[config.mk]
export PLATFORM = sky130hd
export DESIGN_NAME = uart_rx
export DESIGN_NICKNAME = d
export VERILOG_FILES = /design/src/rtl/uart_pkg.sv /design/src/rtl/uart_rx_sync.sv /design/src/rtl/uart_rx.sv
export SDC_FILE = /design/constraint.sdc
export NUM_CORES = 1
export LEC_CHECK = 0
export CAP_MARGIN = 20
export CORE_ASPECT_RATIO = 0.5
export CORE_MARGIN = 10
export CORE_UTILIZATION = 42
export DETAILED_ROUTE_END_ITERATION = 6
export GPL_TIMING_DRIVEN = 0
export RECOVER_POWER = 25
export SLEW_MARGIN = 40
export SYNTH_ARGS = -nofsm -noshare
export SYNTH_HDL_FRONTEND = slang
export SYNTH_SLANG_ARGS = --single-unit
[constraint.sdc]
create_clock -name Clock -period 2.3 [get_ports Clock]
set_input_delay 0.345 -clock Clock [delete_from_list [all_inputs] [get_ports Clock]]
set_output_delay 0.345 -clock Clock [all_outputs]
set_load 0.02 [all_outputs]
[src/rtl/uart_pkg.sv]
// Shared UART definitions: receiver FSM encoding, oversampling
// and frame-size limits used by both receiver and transmitter.
package uart_pkg;

    typedef enum logic [1:0] {
        IDLE  = 2'd0,
        START = 2'd1,
        DATA  = 2'd2,
        STOP  = 2'd3
    } rx_state_t;

    localparam int OVERSAMPLE = 16;
    localparam int N_BITS_MIN = 5;
    localparam int N_BITS_MAX = 8;

    localparam logic [3:0] MID_START = 4'd7;
    localparam logic [3:0] MID_BIT   = 4'd15;

    // Out-of-range frame sizes fall back to a full byte.
    function automatic logic [3:0] eff_nbits(input logic [3:0] n);
        if (n >= 4'(N_BITS_MIN) && n <= 4'(N_BITS_MAX))
            return n;
        return 4'(N_BITS_MAX);
    endfunction

endpackage

[src/rtl/uart_rx_sync.sv]
// Two-flop synchronizer for an asynchronous input with a
// configurable reset value.
module uart_rx_sync #(
    parameter logic RST_VAL = 1'b1
) (
    input  logic clk,
    input  logic rst,
    input  logic d,
    output logic q
);

    logic meta;

    always_ff @(posedge clk) begin
        if (rst) begin
            meta <= RST_VAL;
            q    <= RST_VAL;
        end else begin
            meta <= d;
            q    <= meta;
        end
    end

endmodule

[src/rtl/uart_rx.sv]
// 16x oversampled UART receiver: start/data/stop framing,
// 5..8 data bits LSB-first, glitch and break rejection.
module uart_rx #(
    parameter int OVERSAMPLE = uart_pkg::OVERSAMPLE
) (
    input  logic       Clock,
    input  logic       Reset,
    input  logic       Tick,
    input  logic       Rx_in,
    input  logic [3:0] N_bits,
    output logic [7:0] Data_out,
    output logic       Rx_done,
    output logic       Frame_err,
    output logic       Rx_busy
);

    import uart_pkg::*;

    generate
        if (OVERSAMPLE != 16) begin : g_bad_oversample
            $error("uart_rx supports OVERSAMPLE=16 only");
        end
    endgenerate

    logic       rx_s;
    rx_state_t  state;
    logic       arm;
    logic [3:0] tcnt;
    logic [3:0] bcnt;
    logic [3:0] nb;
    logic [7:0] shift;

    uart_rx_sync #(.RST_VAL(1'b1)) u_sync (
        .clk (Clock),
        .rst (Reset),
        .d   (Rx_in),
        .q   (rx_s)
    );

    assign Rx_busy = (state != IDLE);

    always_ff @(posedge Clock) begin
        if (Reset) begin
            state     <= IDLE;
            arm       <= 1'b0;
            tcnt      <= 4'd0;
            bcnt      <= 4'd0;
            nb        <= 4'd8;
            shift     <= 8'h00;
            Data_out  <= 8'h00;
            Rx_done   <= 1'b0;
            Frame_err <= 1'b0;
        end else begin
            Rx_done   <= 1'b0;
            Frame_err <= 1'b0;
            if (Tick) begin
                unique case (state)
                    IDLE: begin
                        // A start edge only counts once the line was seen idle.
                        if (rx_s) begin
                            arm <= 1'b1;
                        end else if (arm) begin
                            state <= START;
                            tcnt  <= 4'd0;
                            nb    <= eff_nbits(N_bits);
                        end
                    end
                    START: begin
                        tcnt <= tcnt + 4'd1;
                        if (tcnt == MID_START) begin
                            tcnt <= 4'd0;
                            if (!rx_s) begin
                                state <= DATA;
                                bcnt  <= 4'd0;
                            end else begin
                                state <= IDLE;
                            end
                        end
                    end
                    DATA: begin
                        tcnt <= tcnt + 4'd1;
                        if (tcnt == MID_BIT) begin
                            shift <= {rx_s, shift[7:1]};
                            bcnt  <= bcnt + 4'd1;
                            if (bcnt == nb - 4'd1) begin
                                state <= STOP;
                                bcnt  <= 4'd0;
                            end
                        end
                    end
                    STOP: begin
                        tcnt <= tcnt + 4'd1;
                        if (tcnt == MID_BIT) begin
                            state <= IDLE;
                            tcnt  <= 4'd0;
                            if (rx_s) begin
                                Data_out <= shift >> (4'd8 - nb);
                                Rx_done  <= 1'b1;
                            end else begin
                                Frame_err <= 1'b1;
                                arm       <= 1'b0;
                            end
                        end
                    end
                    default: state <= IDLE;
                endcase
            end
        end
    end

endmodule

=== Word-level counts from Yosys, hierarchy flattened ===
Cells that the tools add are included.
W data, S select, Z words.

* Register bits after elaboration: 35
* Logic and storage cells: 82
* Output and inout port bits: 11
* Input port bits: 8

* Reductions and logical operators: 13
* Magnitude comparators: 2
* Equal/unequal tests: 15
* Bitwise logic cells: 4
* Mux-type cells: 32
* Add/sub/neg operators: 4
* Shifts and indexed selects: 1

{| class="wikitable"
|+ Operator list
! cell !! number
|-
| $mux W4 || 10
|-
| $ne A2 B2 Y1 const B || 8
|-
| $pmux W4 S4 || 1
|-
| $mux W2 || 7
|-
| $mux W1 || 11
|-
| $reduce_and A5 Y1 || 2
|-
| $add A4 B1 Y4 const B || 2
|-
| $pmux W2 S4 || 1
|-
| $pmux W4 S2 || 1
|-
| $reduce_and A4 Y1 || 2
|-
| $shr A8 B4 Y8 || 1
|-
| $reduce_and A7 Y1 || 1
|-
| $reduce_and A3 Y1 || 2
|-
| $reduce_bool A2 Y1 || 3
|-
| $eq A2 B2 Y1 const B || 2
|-
| $eq A4 B3 Y1 const B || 1
|-
| $eq A4 B4 Y1 || 1
|-
| $eq A4 B4 Y1 const B || 1
|-
| $ge A4 B3 Y1 const B || 1
|-
| $le A4 B4 Y1 const B || 1
|-
| $not A1 Y1 || 4
|-
| $reduce_or A4 Y1 || 1
|-
| $sub A4 B1 Y4 const B || 1
|-
| $sub A4 B4 Y4 const A || 1
|-
| other kinds (5) || 5
|}

=== Longest topological paths before layout ===
* Word-level depth: 9
* Gate-level depth with buffers: 8
* Gate-level depth less buffers: 6

=== By module ===
Synthesis repeated with hierarchy kept, for this count alone.

* Cells, all modules: 196
* Area, all modules: 1799.2 µm²

{| class="wikitable"
|+ Modules (own cells, without submodules)
! module !! times used !! area each (µm²) !! cells an instance !! sequential area each (µm²)
|-
| uart_rx || 1 || 1746.7 || 192 || 660.6
|-
| uart_rx_sync || 1 || 52.6 || 4 || 40.0
|}

=== Worst setup path before layout ===
Ideal clock, no wire load.

* Path kind: register -> register
* Start point: register nb[0]
* End point: register Data_out[1]
* Clock period less this slack: 2.006 ns
* Required time: 2.230 ns
* Slack: 0.294 ns
* Arrival time: 1.935 ns
* Setup time: 0.070 ns
* Stages on the path, launching flop included: 9
* Path buffers: 2
* Cell sequence: dfxtp_1 > clkbuf_8 > inv_1 > ha_1 > buf_4 > mux2i_1 > mux4_2 > nand3b_1 > a21oi_1

* Cells in the longest elaborated chain, start to end: 2

{| class="wikitable"
|+ Ends and longest elaborated chain
! what !! RTL line !! RTL
|-
| start: declaration || uart_rx.sv:30 || <nowiki>logic [3:0] nb;</nowiki>
|-
| start signal: assignment || uart_rx.sv:65 || <nowiki>nb <= eff_nbits(N_bits);</nowiki>
|-
| $sub A4 B4 Y4 || uart_rx.sv:97 || <nowiki>Data_out <= shift >> (4'd8 - nb);</nowiki>
|-
| $shr A8 B4 Y8 || uart_rx.sv:97 ||
|-
| end signal: assignment || uart_rx.sv:97 ||
|-
| end: declaration || uart_rx.sv:11 || <nowiki>output logic [7:0] Data_out,</nowiki>
|}

Every way passes these cells.
A chain may end at the register's enable or synchronous reset.

=== Final worst setup path ===
Same ends and word-level chain as after synthesis.

==> reports/qor.yml <==
cts_buffers: 5
fp-row-count: 17
cpMaxStageDelayCell: "mux4_2"
clkLatencyLatePin_ns: 0.29
place.gp.congestion: 0.778
antenna_found_initial: 0
syn_area_sq_mm: 0.00190
grt_start_max_net_pins: 13
nets: 242
max-cap-violations: 0
finish.utilization_pct: 51.5
wire_per_inst_microns: 15.0
max_clock_freq_ghz: 0.471
path_class: "reg2reg"
power_leakage_nw: 0.769
drtIter0Drc: 48
ctsResizeCount: 0
maxSlewViolCount: 0
ys_ff_latch: 35
die_x_microns: 115
clkTransAtPathRegs_ns: 0.08
synth.largest_area_cell: "dfxtp_1"
setup_slack_ns: 0.179
post_cts_buffers: 0
ant_nets: 0
viasPerCell: 5.42
vias: 1562
max-slew-margin-rel_pct: 49.4
ys_seq_area_share_pct: 36.9
fillers: 425
yosysWarnings: 0
synth_area_leaders: "dfxtp_1, mux2i_1, a21oi_1"
max_stage_delay_ns: 0.46
drt_first_pass_iters: 4
post-route-min-period_ns: 2.12
hold_violations: 0
grt_overflow: 0
port_buffers: 17
holdWs_ns: 0.412
cts_hold_buf: 0
cp_max_fo: 10
syn2layout_area_growth_pct: 18.8
drive_above_1_share_pct: 12.1
grt_pass1_wl_microns: 7610
worst_pin_slew_ns: 0.752
grt_usage_pct: 12.2
fin_crit_sh_pct: 92.2
finalPower_mw: 1.16
drc: 0
syn_nets: 218
pre_cts_ws_ns: 0.106
synth_flop_cell: "dfxtp_1"
cp_cell_sequence: "clkbuf_8 > inv_1 > ha_1 > buf_4 > mux2i_1 > mux4_2 > nand3b_1 > a21oi_1"
endpoint_kind: "register"
cp-start-kind: "register"
power.density_mw_per_mm2: 514
cts.path.max_buffers: 2
core_area_sq_mm: 0.00438
skew_ns: 0.00681
clock-sinks: 35
cp_data_arrival_time_ns: 2.35
max-vdd-ir-drop_mv: 0.280
setup_viol: 0
critPathBufInv: 3
htreeDepth: 2
rsz0062_at_grt: "false"
dieArea_sq_mm: 0.00778
io_pins: 19
run_status: "complete, no violations"
syn_inst: 206
wirelength_microns: 4320
hp-class: "reg2reg"
yosysUniqueCellTypes: 47
grt_pass1_vias: 1602
cts_tree: "done"
fin_tns_setup_ns: 0
synthArstFlopShare_pct: 0
root_buffer: "clkbuf_8"
cp_data_required_time_ns: 2.53
cp_top_family: "multiplexers"
die_y_microns: 67.6
synth_edf_count: 0
synth_top_area_share_pct: 36.9
num_antenna_cells: 0
synth_common_cells: "dfxtp_1, a21oi_1, nand2_1, nor2_1, mux2i_1"
dp_hpwl_microns: 3100
syn_avg_cell_area_sq_um: 9.23
yosys.cell_count.top_type: "dfxtp_1"
initial_core_util_pct: 43.4
==> placed cells by master, fill, tap and decap left out, types with 4 or more instances in the layout <==
cell / count
a21o_1: 4
a21oi_1: 18
clkbuf_1: 6
clkbuf_8: 7
clkdlybuf4s50_1: 11
dfxtp_1: 34
dlygate4sd3_1: 6
ha_1: 4
inv_1: 6
mux2i_1: 13
mux4_2: 4
nand2_1: 18
nand3_1: 9
nand3b_1: 4
nand4_1: 6
nor2_1: 18
o2111ai_1: 5
o211ai_1: 4
==> power by group <==
group | internal (mW) | leakage [nW] | switching, mW
Clock | 0.244 | 0.0474 | 0.242
Combinational | 0.0257 | 0.438 | 0.0352
Sequential | 0.611 | 0.283 | 0.00404
Total | 0.881 | 0.769 | 0.281
==> state kept, by name, summed over array words and instances, names as in the netlist, named ones only <==
| name | cells |
|---|---|
| shift | 8 |
| u_sync.meta | 1 |
| tcnt | 4 |
| nb | 4 |
| Frame_err | 1 |
| arm | 1 |
| Data_out | 8 |
| bcnt | 4 |
| Rx_done | 1 |
| u_sync.q | 1 |
| state | 1 |
==> stage by stage <==
stage               area (sq um)  std cells
detailed placement          2140        280
finish                      2260        288
global route                2260        288
floorplan                   1900        206
CTS                         2240        288
global placement            2140        280
==> logic make-up (layout without fill, tap and decap cells) <==
kind of cell | count (synthesis) | count (layout) | share of synthesized area, %
xor+xnor | 7 | 7 | 4.35
compound gates | 44 | 44 | 15.9
flops | 35 | 35 | 36.9
buf+inv | 19 | 44 | 5.07
simple gates | 77 | 77 | 21.1
mux | 20 | 20 | 14.2
fa+ha+maj | 4 | 4 | 2.63
==> routing by layer <==
metal  track usage [%]  routed length [microns]
met1              15.0                     2130
met2              19.1                     1970
met3              3.80                      152
met4              5.98                       78
met5                 0                        0
==> final cells by class <==
cell class              instances  area (sq um)  area share, %
repair buffers                 17           170           7.53
clock inverters                 2          16.3          0.720
inverters                       6          22.5          0.997
plain buffers                  13          73.8           3.27
well taps                      57          71.3           3.16
flip-flops and latches         35           702           31.1
multi-input cells             152          1120           49.6
clock buffers                   6          82.6           3.66
==> final timing paths <==
check	from	end	slack, ns	depth (start not counted)
setup / recovery	nb[0]$_SDFFE_PP0P_	Data_out[1]$_SDFFE_PP0P_	0.18	8
hold / removal	u_sync.meta$_SDFF_PP1_	u_sync.q$_SDFF_PP1_	0.41	1
setup reg to reg	nb[0]$_SDFFE_PP0P_	Data_out[1]$_SDFFE_PP0P_	0.18	8
hold reg to reg	u_sync.meta$_SDFF_PP1_	u_sync.q$_SDFF_PP1_	0.41	1
(Power assumes the default switching activity.)
